**src/rtl/pulse_train_gen_pkg.sv**
```systemverilog
`default_nettype none
// ============================================================================
// Module      : pulse_pkg
// Description : Shared definitions for the pulse train generator: state
//               encoding, the FSM state type and default counter widths.
// Revision    : 1.0 - initial release
// ============================================================================
package pulse_pkg;

    localparam logic [1:0] ST_IDLE = 2'd0;
    localparam logic [1:0] ST_HIGH = 2'd1;
    localparam logic [1:0] ST_LOW  = 2'd2;

    localparam int DEF_CNT_W = 16;
    localparam int DEF_NUM_W = 8;

    typedef enum logic [1:0] {
        S_IDLE = ST_IDLE,
        S_HIGH = ST_HIGH,
        S_LOW  = ST_LOW
    } state_t;

endpackage : pulse_pkg
`default_nettype wire

```
**src/rtl/pulse_train_gen_if.sv**
```systemverilog
`default_nettype none
// ============================================================================
// Module      : pulse_train_gen_if
// Description : Control/status bundle of the pulse train generator.
//   iStart    launch strobe          iAbort    abort strobe
//   iHighLen  high phase length H    iLowLen   low phase length L
//   iNum      number of periods N
//   oData     pulse train level      oBusy     burst in progress
//   oDone     completion strobe
//   master: drives the controls (burst requester)
//   slave : the generator itself
// Revision    : 1.0 - initial release
// ============================================================================
interface pulse_train_gen_if
    import pulse_pkg::*;
#(
    parameter int CNT_W = DEF_CNT_W,
    parameter int NUM_W = DEF_NUM_W
);
    logic             iStart;
    logic             iAbort;
    logic [CNT_W-1:0] iHighLen;
    logic [CNT_W-1:0] iLowLen;
    logic [NUM_W-1:0] iNum;
    logic             oData;
    logic             oBusy;
    logic             oDone;

    modport master (
        output iStart, iAbort, iHighLen, iLowLen, iNum,
        input  oData, oBusy, oDone
    );

    modport slave (
        input  iStart, iAbort, iHighLen, iLowLen, iNum,
        output oData, oBusy, oDone
    );

endinterface : pulse_train_gen_if
`default_nettype wire

```
**src/rtl/pulse_train_gen.sv**
```systemverilog
`default_nettype none
// ============================================================================
// Module      : pulse_train_gen
// Description : Emits N periods of H cycles high / L cycles low on a
//               registered level output after a one-cycle start strobe.
//   clk    : system clock, all logic on posedge
//   rst_n  : asynchronous active-low reset
//   bus    : pulse_train_gen_if.slave (controls in, oData/oBusy/oDone out)
//   CNT_W / NUM_W must match the widths of the connected interface.
// Revision    : 1.0 - initial release
// ============================================================================
module pulse_train_gen
    import pulse_pkg::*;
#(
    parameter int CNT_W = DEF_CNT_W,
    parameter int NUM_W = DEF_NUM_W
) (
    input  wire logic        clk,
    input  wire logic        rst_n,
    pulse_train_gen_if.slave bus
);

    localparam logic [CNT_W-1:0] c_CNT_ONE = CNT_W'(1);
    localparam logic [NUM_W-1:0] c_NUM_ONE = NUM_W'(1);

    state_t           r_state,    w_state_nxt;
    logic [CNT_W-1:0] r_phase,    w_phase_nxt;
    logic [CNT_W-1:0] r_high_len, w_high_len_nxt;
    logic [CNT_W-1:0] r_low_len,  w_low_len_nxt;
    logic [NUM_W-1:0] r_period,   w_period_nxt;
    logic [NUM_W-1:0] r_num,      w_num_nxt;
    logic             r_data;
    logic             r_busy;
    logic             r_done,     w_done_nxt;

    // Zero lengths are treated as one cycle; the clamped value is latched so
    // every later reload of the phase counter sees a non-zero length.
    logic [CNT_W-1:0] w_high_eff;
    logic [CNT_W-1:0] w_low_eff;
    assign w_high_eff = (bus.iHighLen == '0) ? c_CNT_ONE : bus.iHighLen;
    assign w_low_eff  = (bus.iLowLen  == '0) ? c_CNT_ONE : bus.iLowLen;

    // ------------------------------------------------------------------
    // Next-state / counter logic
    // ------------------------------------------------------------------
    always_comb begin
        w_state_nxt    = r_state;
        w_phase_nxt    = r_phase;
        w_high_len_nxt = r_high_len;
        w_low_len_nxt  = r_low_len;
        w_period_nxt   = r_period;
        w_num_nxt      = r_num;
        w_done_nxt     = 1'b0;

        if (bus.iAbort) begin
            // Abort beats everything, including a coincident start.
            w_state_nxt  = S_IDLE;
            w_phase_nxt  = '0;
            w_period_nxt = '0;
        end else begin
            case (r_state)
                S_IDLE: begin
                    if (bus.iStart) begin
                        w_high_len_nxt = w_high_eff;
                        w_low_len_nxt  = w_low_eff;
                        w_num_nxt      = bus.iNum;
                        w_period_nxt   = '0;
                        if (bus.iNum == '0) begin
                            // Empty burst: report completion without a pulse.
                            w_done_nxt  = 1'b1;
                            w_phase_nxt = '0;
                        end else begin
                            w_state_nxt = S_HIGH;
                            w_phase_nxt = w_high_eff;
                        end
                    end
                end

                S_HIGH: begin
                    if (r_phase <= c_CNT_ONE) begin
                        w_state_nxt = S_LOW;
                        w_phase_nxt = r_low_len;
                    end else begin
                        w_phase_nxt = r_phase - c_CNT_ONE;
                    end
                end

                S_LOW: begin
                    if (r_phase <= c_CNT_ONE) begin
                        // r_num >= 1 here, so r_num-1 never underflows and
                        // r_period never has to reach r_num itself.
                        if (r_period == (r_num - c_NUM_ONE)) begin
                            w_state_nxt  = S_IDLE;
                            w_phase_nxt  = '0;
                            w_period_nxt = '0;
                            w_done_nxt   = 1'b1;
                        end else begin
                            w_state_nxt  = S_HIGH;
                            w_phase_nxt  = r_high_len;
                            w_period_nxt = r_period + c_NUM_ONE;
                        end
                    end else begin
                        w_phase_nxt = r_phase - c_CNT_ONE;
                    end
                end

                default: begin
                    w_state_nxt  = S_IDLE;
                    w_phase_nxt  = '0;
                    w_period_nxt = '0;
                end
            endcase
        end
    end

    // ------------------------------------------------------------------
    // State and output registers. Outputs are decoded from the next state
    // and then registered, so oData comes straight from a flop.
    // ------------------------------------------------------------------
    always_ff @(posedge clk or negedge rst_n) begin
        if (!rst_n) begin
            r_state    <= S_IDLE;
            r_phase    <= '0;
            r_high_len <= '0;
            r_low_len  <= '0;
            r_period   <= '0;
            r_num      <= '0;
            r_data     <= 1'b0;
            r_busy     <= 1'b0;
            r_done     <= 1'b0;
        end else begin
            r_state    <= w_state_nxt;
            r_phase    <= w_phase_nxt;
            r_high_len <= w_high_len_nxt;
            r_low_len  <= w_low_len_nxt;
            r_period   <= w_period_nxt;
            r_num      <= w_num_nxt;
            r_data     <= (w_state_nxt == S_HIGH);
            r_busy     <= (w_state_nxt != S_IDLE);
            r_done     <= w_done_nxt;
        end
    end

    assign bus.oData = r_data;
    assign bus.oBusy = r_busy;
    assign bus.oDone = r_done;

endmodule : pulse_train_gen
`default_nettype wire

```
**src/flat_wrapper.sv**
```systemverilog
// flat-port wrapper written by rule: the top's interface ports become plain ports
module pulse_train_gen_flat import pulse_pkg::*;
#(
    parameter int CNT_W = DEF_CNT_W,
    parameter int NUM_W = DEF_NUM_W
)
  (clk, rst_n, bus_iStart, bus_iAbort, bus_iHighLen, bus_iLowLen, bus_iNum, bus_oData, bus_oBusy, bus_oDone);
  pulse_train_gen_if #(.CNT_W(CNT_W), .NUM_W(NUM_W)) bus_i ();
  input  wire logic clk;
  input  wire logic rst_n;
  input wire logic [$bits(bus_i.iStart)-1:0] bus_iStart;
  input wire logic [$bits(bus_i.iAbort)-1:0] bus_iAbort;
  input wire logic [$bits(bus_i.iHighLen)-1:0] bus_iHighLen;
  input wire logic [$bits(bus_i.iLowLen)-1:0] bus_iLowLen;
  input wire logic [$bits(bus_i.iNum)-1:0] bus_iNum;
  output wire logic [$bits(bus_i.oData)-1:0] bus_oData;
  output wire logic [$bits(bus_i.oBusy)-1:0] bus_oBusy;
  output wire logic [$bits(bus_i.oDone)-1:0] bus_oDone;
  assign bus_i.iStart = bus_iStart;
  assign bus_i.iAbort = bus_iAbort;
  assign bus_i.iHighLen = bus_iHighLen;
  assign bus_i.iLowLen = bus_iLowLen;
  assign bus_i.iNum = bus_iNum;
  assign bus_oData = bus_i.oData;
  assign bus_oBusy = bus_i.oBusy;
  assign bus_oDone = bus_i.oDone;
  pulse_train_gen #(.CNT_W(CNT_W), .NUM_W(NUM_W)) u_core (.clk(clk), .rst_n(rst_n), .bus(bus_i));
endmodule
```
**config.mk**
```make
export PLATFORM = sky130hd
export DESIGN_NAME = pulse_train_gen_flat
export DESIGN_NICKNAME = d
export VERILOG_FILES = /design/src/rtl/pulse_train_gen_pkg.sv /design/src/rtl/pulse_train_gen_if.sv /design/src/rtl/pulse_train_gen.sv /design/src/flat_wrapper.sv
export SDC_FILE = /design/constraint.sdc
export NUM_CORES = 1
export LEC_CHECK = 0
export BUFFER_PORTS_ARGS = -buffer_cell sky130_fd_sc_hd__buf_2
export CORE_MARGIN = 4
export CORE_UTILIZATION = 40
export CTS_BUF_LIST = sky130_fd_sc_hd__clkbuf_16
export CTS_CLUSTER_SIZE = 8
export DETAILED_ROUTE_END_ITERATION = 10
export GPL_ROUTABILITY_DRIVEN = 0
export HOLD_SLACK_MARGIN = 0.02
export MAX_ROUTING_LAYER = met4
export SLEW_MARGIN = 10
export SYNTH_ARGS = -nofsm -noshare
export SYNTH_HDL_FRONTEND = slang
export SYNTH_SLANG_ARGS = --single-unit
export TNS_END_PERCENT = 10
```
**constraint.sdc**
```tcl
create_clock -name clk -period 3.6 [get_ports clk]
set_input_delay 0.18 -clock clk [delete_from_list [all_inputs] [get_ports clk]]
set_output_delay 0.18 -clock clk [all_outputs]
set_load 0.01 [all_outputs]
```
==> metrics, run 1 <==
Max Cap Viol 0; largest net degree at the start of global routing between 40 and 50; Non-Filler Instances 600; die area 12,010 µm²; Reg-to-Reg End u_core.r_period[6]; clock share of power 22.3%; RSZ-0062 raised after global routing no; first-pass GRT wire length ~18,000 µm; Post-Route WL between 10,000 and 15,000 µm; Synth top area share between 40% and 50%; Reg2Reg Depth 5; Clock Latency Late Sink approximately 0.34 ns; Area Growth Syn to Fin 15.80%; Port Buffer Count 46; Leak 1.973 nW; total power roughly 4.3 mW; Final Util between 40% and 50%; vias in the first global route between 3k and 4k; num rows 36; setup TNS 0 ns; Post-CTS Setup Bufs 0; wire length per cell 18.45 µm; clock tree buffer depth 2; Min Hold Slack about 0.07 ns; Synthesized Nets about 470; crit path launch type register; sw frac between 40% and 50%; layout cells sized above 1 25.27%; Slew HR between 40% and 50%; Worst path top cell family by delay compound AO/OA/AOI/OAI gates; cell depth of the worst min-delay path 3; FMAX approximately 0.36 GHz; top cells by area, synth dfrtp_1 (42%), mux2_2 (9.3%), o21ai_0 (4.6%); final net count between 500 and 600; pwr/cell area roughly 900 nW/µm²; R2R Setup Slk roughly 0.85 ns; pre-CTS WS 0.8522 ns; Slew Limit Fails 0; total global-route track usage 20.44%; CTS H-tree lvls 3; Initial Utilization a little over two fifths; CP max stage delay a little over 0.6 ns; Comb pwr share roughly 45%; num ports 47; most frequent cell after synthesis dfrtp_1; Tightest Pin Transition 0.7693 ns; Tcrit/Tclk final between 70% and 80%; sw power roughly 1.8 mW; Die Y between 100 and 150 µm; most common library cells after synthesis dfrtp_1 (69), o21ai_0 (38), mux2_2 (34), nor2_1 (27), nand2_1 (25); antenna-violating nets left 0; Ys Warns 0; clock tree sinks a little under 70; starting DRC count in detailed routing roughly 310; CTS root buf clkbuf_16; Worst R2R Start u_core.r_phase[2]; worst hold path endpoint u_core.r_num[0]; core footprint approximately 9900 µm²; met3 WL between 600 and 700 µm; CTS tree built; CP required 3.82 ns; Tmin final 2.754 ns; Num CTS Buffers 9; dpl cells between 500 and 600; register share of total power between 30% and 40%; cts-stage hold buffer count 1; DP Area between 4000 and 5000 µm²; syn avg cell area 9.755 µm²; DR vias/cell 5.958; via count around 3.6k; DR WL met2 4736 µm; clk slew on worst S/H paths approximately 0.060 ns; Worst Clk Skew between 0.005 and 0.006 ns; met1 WL between 5000 and 6000 µm; CTS resizes 0; Yosys reg bits 69; antenna cells 0; buffers plus inverters on the worst setup path 0; # setup viols final 0; Pre-antenna DRT Iters 5; top sig layer met4; CP Capture Type register; Fin. Hold Viols 0; initial antenna violation count 0; gr ovfl total 0; Crit Path Max Fanout 16; setup slack after layout around 0.85 ns; DP HPWL 7934 µm; cell area after synthesis approximately 4100 µm²; Seq/Total Area, Yosys a little over two fifths; Netlist cell types 57; top_reg_cell synth dfrtp_1; Worst Hold Class in -> reg; CP max stage cell o21ai_2; die width 109.6 µm; Crit Path Class reg -> reg; drc violations 0; Post-Syn Instances 423; run status finished, final reports clean; EDFF count, synth 0; ordered list of cells on the worst path nor4_4 > nand4_4 > o21ai_2 > a21oi_1 > a221o_1; Worst Path Arrival ~3.0 ns; hold_sp bus_iNum[0]; fin area approximately 4800 µm²; Internal Power roughly 2.5 mW; VDD IR max 0.3842 mV; post-synth top area cell dfrtp_1; async set or reset register ratio after synthesis 100.0%
metal layers:
layer,GRT usage (%),up-vias
li1,-,1694
met1,30.34,1749
met2,27.90,111
met3,3.112,21
met4,7.836,0
met5,-,-
worst min-delay path: stages:
cell,delay (ns)
buf_2,0.09
nand2_1,0.04
o21ai_0,0.06
logic make-up (layout without fill, tap and decap cells):
logic type                 count (synthesis)  count (layout)  share of synthesized area [%]
AOI/OAI and AO/OA                        133             133                          22.23
and+or+nand+nor                          128             128                          17.10
DFF                                       69              69                          41.84
muxes                                     34              34                          9.278
buffers and inverters                     34              78                          3.881
xor gates and xnor gates                  21              21                          4.457
adders and majority gates                  4               4                          1.213
worst max-delay path by stage:
stage	from	endpoint	cells after the start
CTS	u_core.r_phase[2]	u_core.r_period[6]	5
floorplan	u_core.r_num[0]	u_core.r_period[3]	7
detailed placement	u_core.r_phase[2]	u_core.r_period[7]	5
global route	u_core.r_phase[2]	u_core.r_period[7]	5
finish	u_core.r_phase[2]	u_core.r_period[6]	5
global placement	u_core.r_phase[2]	u_core.r_period[4]	5
registers in the layout, indices dropped and copies added, names as in the netlist:
| name | count |
|---|---|
| u_core.bus.oBusy | 1 |
| u_core.r_phase | 16 |
| u_core.bus.oData | 1 |
| u_core.r_period | 8 |
| u_core.r_low_len | 16 |
| u_core.r_state | 2 |
| u_core.r_num | 8 |
| u_core.bus.oDone | 1 |
| u_core.r_high_len | 16 |
cells in the final DEF (no fill, tap or decap), types with 5 or more instances in the layout:
cell type | Yosys | final
a211oi_1 | 6 | 6
a21oi_1 | 15 | 15
a221o_1 | 6 | 6
a22oi_1 | 20 | 20
and3_1 | 11 | 11
buf_2 | 5 | 46
buf_4 | 1 | 5
clkbuf_16 | 0 | 9
dfrtp_1 | 69 | 69
inv_1 | 10 | 10
mux2_2 | 34 | 34
nand2_1 | 25 | 25
nand3_1 | 8 | 8
nand4_1 | 7 | 7
nor2_1 | 27 | 27
nor3_1 | 12 | 12
nor4_1 | 11 | 11
o2111ai_1 | 5 | 5
o211ai_1 | 7 | 7
o21ai_0 | 38 | 38
xnor2_1 | 10 | 10
xor2_1 | 11 | 11
final cells by class:
cell class                 count  area, µm²
fill                         964       5131
clock inverter                 7      98.84
inverter                      10      37.54
multi-input combinational    320       2246
tap                          133      166.4
sequential                    69       1727
clock buffer                   9      225.2
timing repair buffer          52      277.8
power groups by stage:
| stage | logic [mW] | clock network [mW] | registers [mW] |
|---|---|---|---|
| global route | 2.15 | 1.00 | 1.47 |
| floorplan | 1.57 | 0 | 1.32 |
| finish | 1.94 | 0.963 | 1.42 |
| global placement | 1.89 | 0 | 1.42 |
| CTS | 1.92 | 0.968 | 1.42 |
| detailed placement | 1.91 | 0 | 1.43 |
(Power assumes the default switching activity.)
==> run 2, diff against run 1 <==
ABC_AREA = 1   (was default)
clock period = 2.4 ns   (was 3.6 ns; I/O delays follow)
==> run 2 against run 1 <==
Net effect: via count grew 13%; clock skew grew 0.0016 ns; highest routed layer unchanged; critical path depth grew 10.
==> metrics, run 2 <==
run status finished, final reports clean; antenna cells 0 (unchanged); DR vias/cell 4.977 (-16%); first-pass GRT wire length 19,630 µm (+7.2%); most frequent cell after synthesis nand2_1; Yosys reg bits 69 (unchanged); wire length per cell 14.23 µm (-23%); setup TNS 0 ns (unchanged); via count 4,026 (+13%); DP Area 4593 µm² (+3.4%); CP Capture Type register; Slew HR 34.95% (-14 points); commonest non-fill, non-tap cells in the layout nand2_1 (290), dfrtp_1 (69), buf_2 (46); Top Registers u_core.r_high_len: 16 flops, u_core.r_low_len: 16 flops, u_core.r_phase: 16 flops; Seq/Total Area, Yosys 40.72% (-1.1 points); Area Growth Syn to Fin 21.54%; core footprint 10,320 µm² (+4.2%); Tmin final 2.101 ns (-0.6526 ns); Synthesized Nets 644 (+37%); vias in the first global route 4,042 (+18%); final net count 716 (+40%); DP HPWL 8186 µm (+3.2%); clock tree buffer depth 2 (unchanged); Worst Path Arrival 2.33 ns (-0.64 ns); die area 12,310 µm² (+2.6%); clk slew on worst S/H paths 0.06 ns (about the same); Worst path top cell family by delay simple AND/OR/NAND/NOR gates; CP required 2.63 ns (-1.19 ns); Max Cap Viol 0 (unchanged); total global-route track usage 20.38% (-0.061 points); num ports 47 (unchanged); # setup viols final 0 (unchanged); largest net degree at the start of global routing 48 (unchanged); Clock Latency Late Sink 0.34 ns (about the same); Ys Warns 0 (unchanged); CP max stage delay 0.38 ns (-0.24 ns); Crit Path Class reg -> reg; Netlist cell types 35 (-39%); layout cells sized above 1 14.86% (-10 points); Tcrit/Tclk final 87.55% (+11 points); FMAX 0.4759 GHz (+31%); Pre-antenna DRT Iters 4 (-1); most common library cells after synthesis nand2_1 (290), dfrtp_1 (69), inv_1 (37), nor2_1 (32), nand3_1 (17); VDD IR max 0.3656 mV (-4.8%); post-synth top area cell dfrtp_1; num rows 37 (+2.8%); CP max stage cell dfrtp_1; Final Util 49.92% (+1.7 points); CTS root buf clkbuf_16; top cells by area, synth dfrtp_1 (41%), nand2_1 (26%), inv_1 (3.3%); setup slack after layout 0.2989 ns (-0.5474 ns); Port Buffer Count 46 (unchanged); R2R Setup Slk 0.30 ns (-0.55 ns); Leak 2.676 nW (+36%); clock tree sinks 69 (unchanged); most common cell after layout, fill and taps aside nand2_1; buffers plus inverters on the worst setup path 2 (+2); dpl cells 765 (+31%); async set or reset register ratio after synthesis 100.0% (unchanged); Synth top area share 40.72% (-1.1 points); Worst Hold Class in -> reg; die width 111.0 µm (+1.3%); Die Y 111.0 µm (+1.3%); CP dominant cell by count nand2_1; CTS tree built; gr ovfl total 0 (unchanged); Non-Filler Instances 809 (+35%); Num CTS Buffers 9 (unchanged); top_reg_cell synth dfrtp_1; Slew Limit Fails 0 (unchanged); starting DRC count in detailed routing 237 (-25%); pwr/cell area 704.2 nW/µm² (-22%); Initial Utilization 41.07% (-0.57 points); crit path launch type register; fin area 5154 µm² (+7.9%); Post-Syn Instances 596 (+41%); pre-CTS WS 0.2637 ns (-0.5885 ns); Min Hold Slack 0.03410 ns (-0.03790 ns); drc violations 0 (unchanged); Tightest Pin Transition 0.9746 ns (+0.2053 ns); CTS H-tree lvls 3 (unchanged); Worst Clk Skew 0.007392 ns (+0.001584 ns); RSZ-0062 raised after global routing no; ordered list of cells on the worst path inv_2 > ha_2 > inv_1 > nand2_1 > nand3_1 > nand2_1 > nand2_1 > nor2_4 > nand3_2 > o21bai_1 > nand2_1 > nand2_1 > nand2_1 > nand2_1 > nand2_1; cell area after synthesis 4240 µm² (+2.8%); total power 3.629 mW (-16%); Fin. Hold Viols 0 (unchanged); Crit Path Max Fanout 8 (-8); Post-Route WL 11,510 µm (+4.0%); syn avg cell area 7.115 µm² (-27%); initial antenna violation count 0 (unchanged); EDFF count, synth 0 (unchanged); antenna-violating nets left 0 (unchanged)
[run 2: per-layer routing]
layer / vias up / GRT usage (%) / share of wire, %
li1: 2024 / - / -
met1: 1905 / 23.56 / 44
met2: 76 / 34.79 / 50
met3: 21 / 3.712 / 3.3
met4: 0 / 8.621 / 2.7
met5: - / - / 0
[run 2: path summary, 6_finish.rpt]
check,start,to,cells after the start
worst max-delay path,u_core.r_num[0],u_core.r_phase[1],15
worst min-delay path,bus_iHighLen[13],u_core.r_high_len[13],3
worst max register to register,u_core.r_num[0],u_core.r_phase[1],15
worst min register to register,u_core.r_high_len[3],u_core.r_high_len[3],2
max in group asynchronous,rst_n,u_core.r_high_len[8],3
min in group asynchronous,rst_n,u_core.r_num[6],2
[run 2: cell families (layout without fill, tap and decap cells)]
group,count (synthesis),count (layout),share of synthesized area (%)
adder cells (fa/ha/maj),4,4,1.180
flip-flops,69,69,40.72
XOR/XNOR,21,21,4.515
AO/OA/AOI/OAI,57,57,8.410
buffers and inverters,62,138,6.491
AND/OR/NAND/NOR,383,384,38.68
[run 2: layout make-up]
| class | instances | area (µm²) |
|---|---|---|
| fillers | 1013 | 5170 |
| multi-input cells | 466 | 2266 |
| flip-flops and latches | 69 | 1727 |
| repair buffers | 80 | 565.5 |
| clock buffers | 9 | 225.2 |
| well taps | 136 | 170.2 |
| inverters | 42 | 157.7 |
| clock inverters | 7 | 42.54 |
[run 2: worst min-delay path, cell delays in order]
cell	delay [ns]
buf_2	0.10
nand2_1	0.06
nand2_1	0.06
[run 2: what timing repair did]
item / in CTS / in global routing
setup endpoints to repair: 0 / 3
endpoints found under the hold margin: 59 / 0
buffers inserted: 0 / 0
gates resized for setup: 0 / 3
hold buffers: 27 / 0
[run 2: report_power, final]
group	internal (mW)	switching, mW
logic	0.346	0.596
registers	1.33	0.144
clock network	0.693	0.521
==> run 3, diff against run 2 <==
BUFFER_PORTS_ARGS = default   (was -buffer_cell sky130_fd_sc_hd__buf_2)
DONT_BUFFER_PORTS = 1   (was default)
==> run 3 against run 2 <==
Net effect: design area shrank 0.53%; hold slack is essentially flat; flip-flop and latch count unchanged; global-route usage fell by 0.80 points; via count shrank 4.3%; power up 4.0%; register-to-register slack lost 0.05 ns; routed wire length down 4.3%; worst setup slack lost 0.047 ns; non-clock buffer count is 29 lower; first-iteration DRC count is 29% lower; fmax down 2.2%; largest cell class unchanged.
==> metrics, run 3 (synthesis results as in run 2) <==
run status finished, final reports clean; CP required 2.62 ns (about the same); Worst R2R Start u_core.r_num[0]; Worst Path Arrival 2.37 ns (+0.04 ns); CP Capture Type register; clk slew on worst S/H paths 0.06 ns (about the same); wire length per cell 14.14 µm (-0.63%); Tcrit/Tclk final 89.51% (+2.0 points); die area 12,310 µm² (unchanged); num rows 37 (unchanged); worst hold path endpoint u_core.r_high_len[0]; commonest non-fill, non-tap cells in the layout nand2_1 (290), dfrtp_1 (69), dlygate4sd3_1 (44); multi-input logic area 2243 µm² (-0.99%); via count 3,853 (-4.3%); vias in the first global route 3,838 (-5.0%); clock tree buffer depth 2 (unchanged); Reg2Reg Depth 15 (unchanged); gr ovfl total 0 (unchanged); Area Growth Syn to Fin 20.89%; Port Buffer Count 0 (-100%); largest net degree at the start of global routing 70 (+46%); starting DRC count in detailed routing 169 (-29%); Top Registers u_core.r_high_len: 16 flops, u_core.r_low_len: 16 flops, u_core.r_phase: 16 flops; crit path launch type register; num ports 47 (unchanged); hold_sp bus_iHighLen[4]; Slew Limit Fails 0 (unchanged); Die Y 111.0 µm (unchanged); antenna cells 0 (unchanged); drc violations 0 (unchanged); clock tree sinks 69 (unchanged); DP HPWL 7649 µm (-6.6%); Pre-antenna DRT Iters 4 (unchanged); layout cells sized above 1 8.087% (-6.8 points); CTS root buf clkbuf_16; FMAX 0.4655 GHz (-2.2%); Slew HR 33.21% (-1.7 points); cell depth of the worst min-delay path 3 (unchanged); total global-route track usage 19.58% (-0.80 points); DR vias/cell 4.946 (-0.61%); Max Cap Viol 0 (unchanged); Worst Hold Class in -> reg; Worst Clk Skew 0.007757 ns (+0.0003649 ns); Reg-to-Reg End u_core.bus.oBusy; total power 3.773 mW (+4.0%); CTS H-tree lvls 3 (unchanged); Clock Latency Late Sink 0.34 ns (about the same); final net count 686 (-4.2%); CTS tree built; die width 111.0 µm (unchanged); Reg area 1727 µm² (unchanged); antenna-violating nets left 0 (unchanged); most common cell after layout, fill and taps aside nand2_1; VDD IR max 0.4062 mV (+11%); Fin. Hold Viols 0 (unchanged); pwr/cell area 736.0 nW/µm² (+4.5%); Crit Path Max Fanout 17 (+9); first-pass GRT wire length 18,950 µm (-3.5%); core footprint 10,320 µm² (unchanged); setup TNS 0 ns (unchanged); Crit Path Class reg -> reg; RSZ-0062 raised after global routing no; # setup viols final 0 (unchanged); Tightest Pin Transition 1.001 ns (+0.02611 ns); Layout fillers 1,016 (+0.30%); R2R Setup Slk 0.25 ns (-0.05 ns); Num CTS Buffers 9 (unchanged); Initial Utilization 41.07% (unchanged); Tmin final 2.148 ns (+0.04706 ns); initial antenna violation count 0 (unchanged); Post-Route WL 11,020 µm (-4.3%); Leak 2.584 nW (-3.4%); Min Hold Slack 0.03453 ns (+0.0004310 ns)
[run 3: changes by cell type in the layout (fill, tap and decap cells not counted), sizes merged]
cell	delta
buf	-46
bufinv	+2
clkinv	+1
clkinvlp	-1
dlygate4sd3	+17
inv	-2
nand3	-1
[run 3: per-stage QoR]
| stage | cell area (µm²) | util [%] | std cells | worst slack (ns) |
|---|---|---|---|---|
| finish | 5126 | 49.65 | 779 | 0.2518 |
| global route | 5126 | 49.65 | 779 | 0.002107 |
| CTS | 5126 | 49.65 | 779 | 0.2609 |
| detailed placement | 4343 | 42.07 | 718 | 0.2732 |
| global placement | 4343 | 42.07 | 718 | 0.3545 |
| floorplan | 4240 | - | 596 | 0.6095 |
[run 3: report_power, final]
| group | switching (mW) | leakage (nW) | internal (mW) | total [mW] |
|---|---|---|---|---|
| Clock | 0.519 | 0.154 | 0.904 | 1.42 |
| Sequential | 0.137 | 0.881 | 1.33 | 1.47 |
| Combinational | 0.550 | 1.55 | 0.332 | 0.882 |
[run 3: cell type report]
type | instances | share of cell area, %
Multi-Input combinational cell | 465 | 43.76
Sequential cell | 69 | 33.68
Timing Repair Buffer | 51 | 10.01
Clock buffer | 9 | 4.393
Tap cell | 136 | 3.319
Inverter | 42 | 3.075
Clock inverter | 7 | 1.757
[run 3: per-layer routing]
metal / track usage (%) / up-vias / share of wire, %
li1: - / 1958 / -
met1: 23.71 / 1795 / 44
met2: 32.44 / 82 / 50
met3: 5.295 / 18 / 4.4
met4: 5.090 / 0 / 1.7
met5: - / - / 0
[run 3: how the worst max path moves through the flow]
stage	start	endpoint	slack [ns]	cells past startpoint
floorplan	u_core.r_num[0]	u_core.r_phase[12]	0.61	15
CTS	u_core.r_num[0]	u_core.bus.oBusy	0.26	15
global route	u_core.r_phase[0]	u_core.r_phase[2]	0.002	15
global placement	u_core.r_num[0]	u_core.bus.oBusy	0.35	15
finish	u_core.r_num[0]	u_core.bus.oBusy	0.25	15
detailed placement	u_core.r_num[0]	u_core.bus.oBusy	0.27	15
[run 3: timing repair]
item | 4_1_cts | 5_1_grt
hold endpoints to repair | 128 | 0
buffers inserted | 0 | 0
gates resized for setup | 0 | 0
hold buffers | 45 | 0
[run 3: critical path: stages (launching register included)]
cell     delay [ns]
dfrtp_1        0.38
inv_2          0.10
ha_1           0.25
inv_1          0.08
nand2_1        0.07
nand3_1        0.06
nand2_1        0.07
nand2_1        0.06
nor2_2         0.13
nand3_4        0.20
nor2_2         0.23
inv_2          0.11
nand3_1        0.08
nand2_1        0.05
nand2_1        0.09
nand2_1        0.06
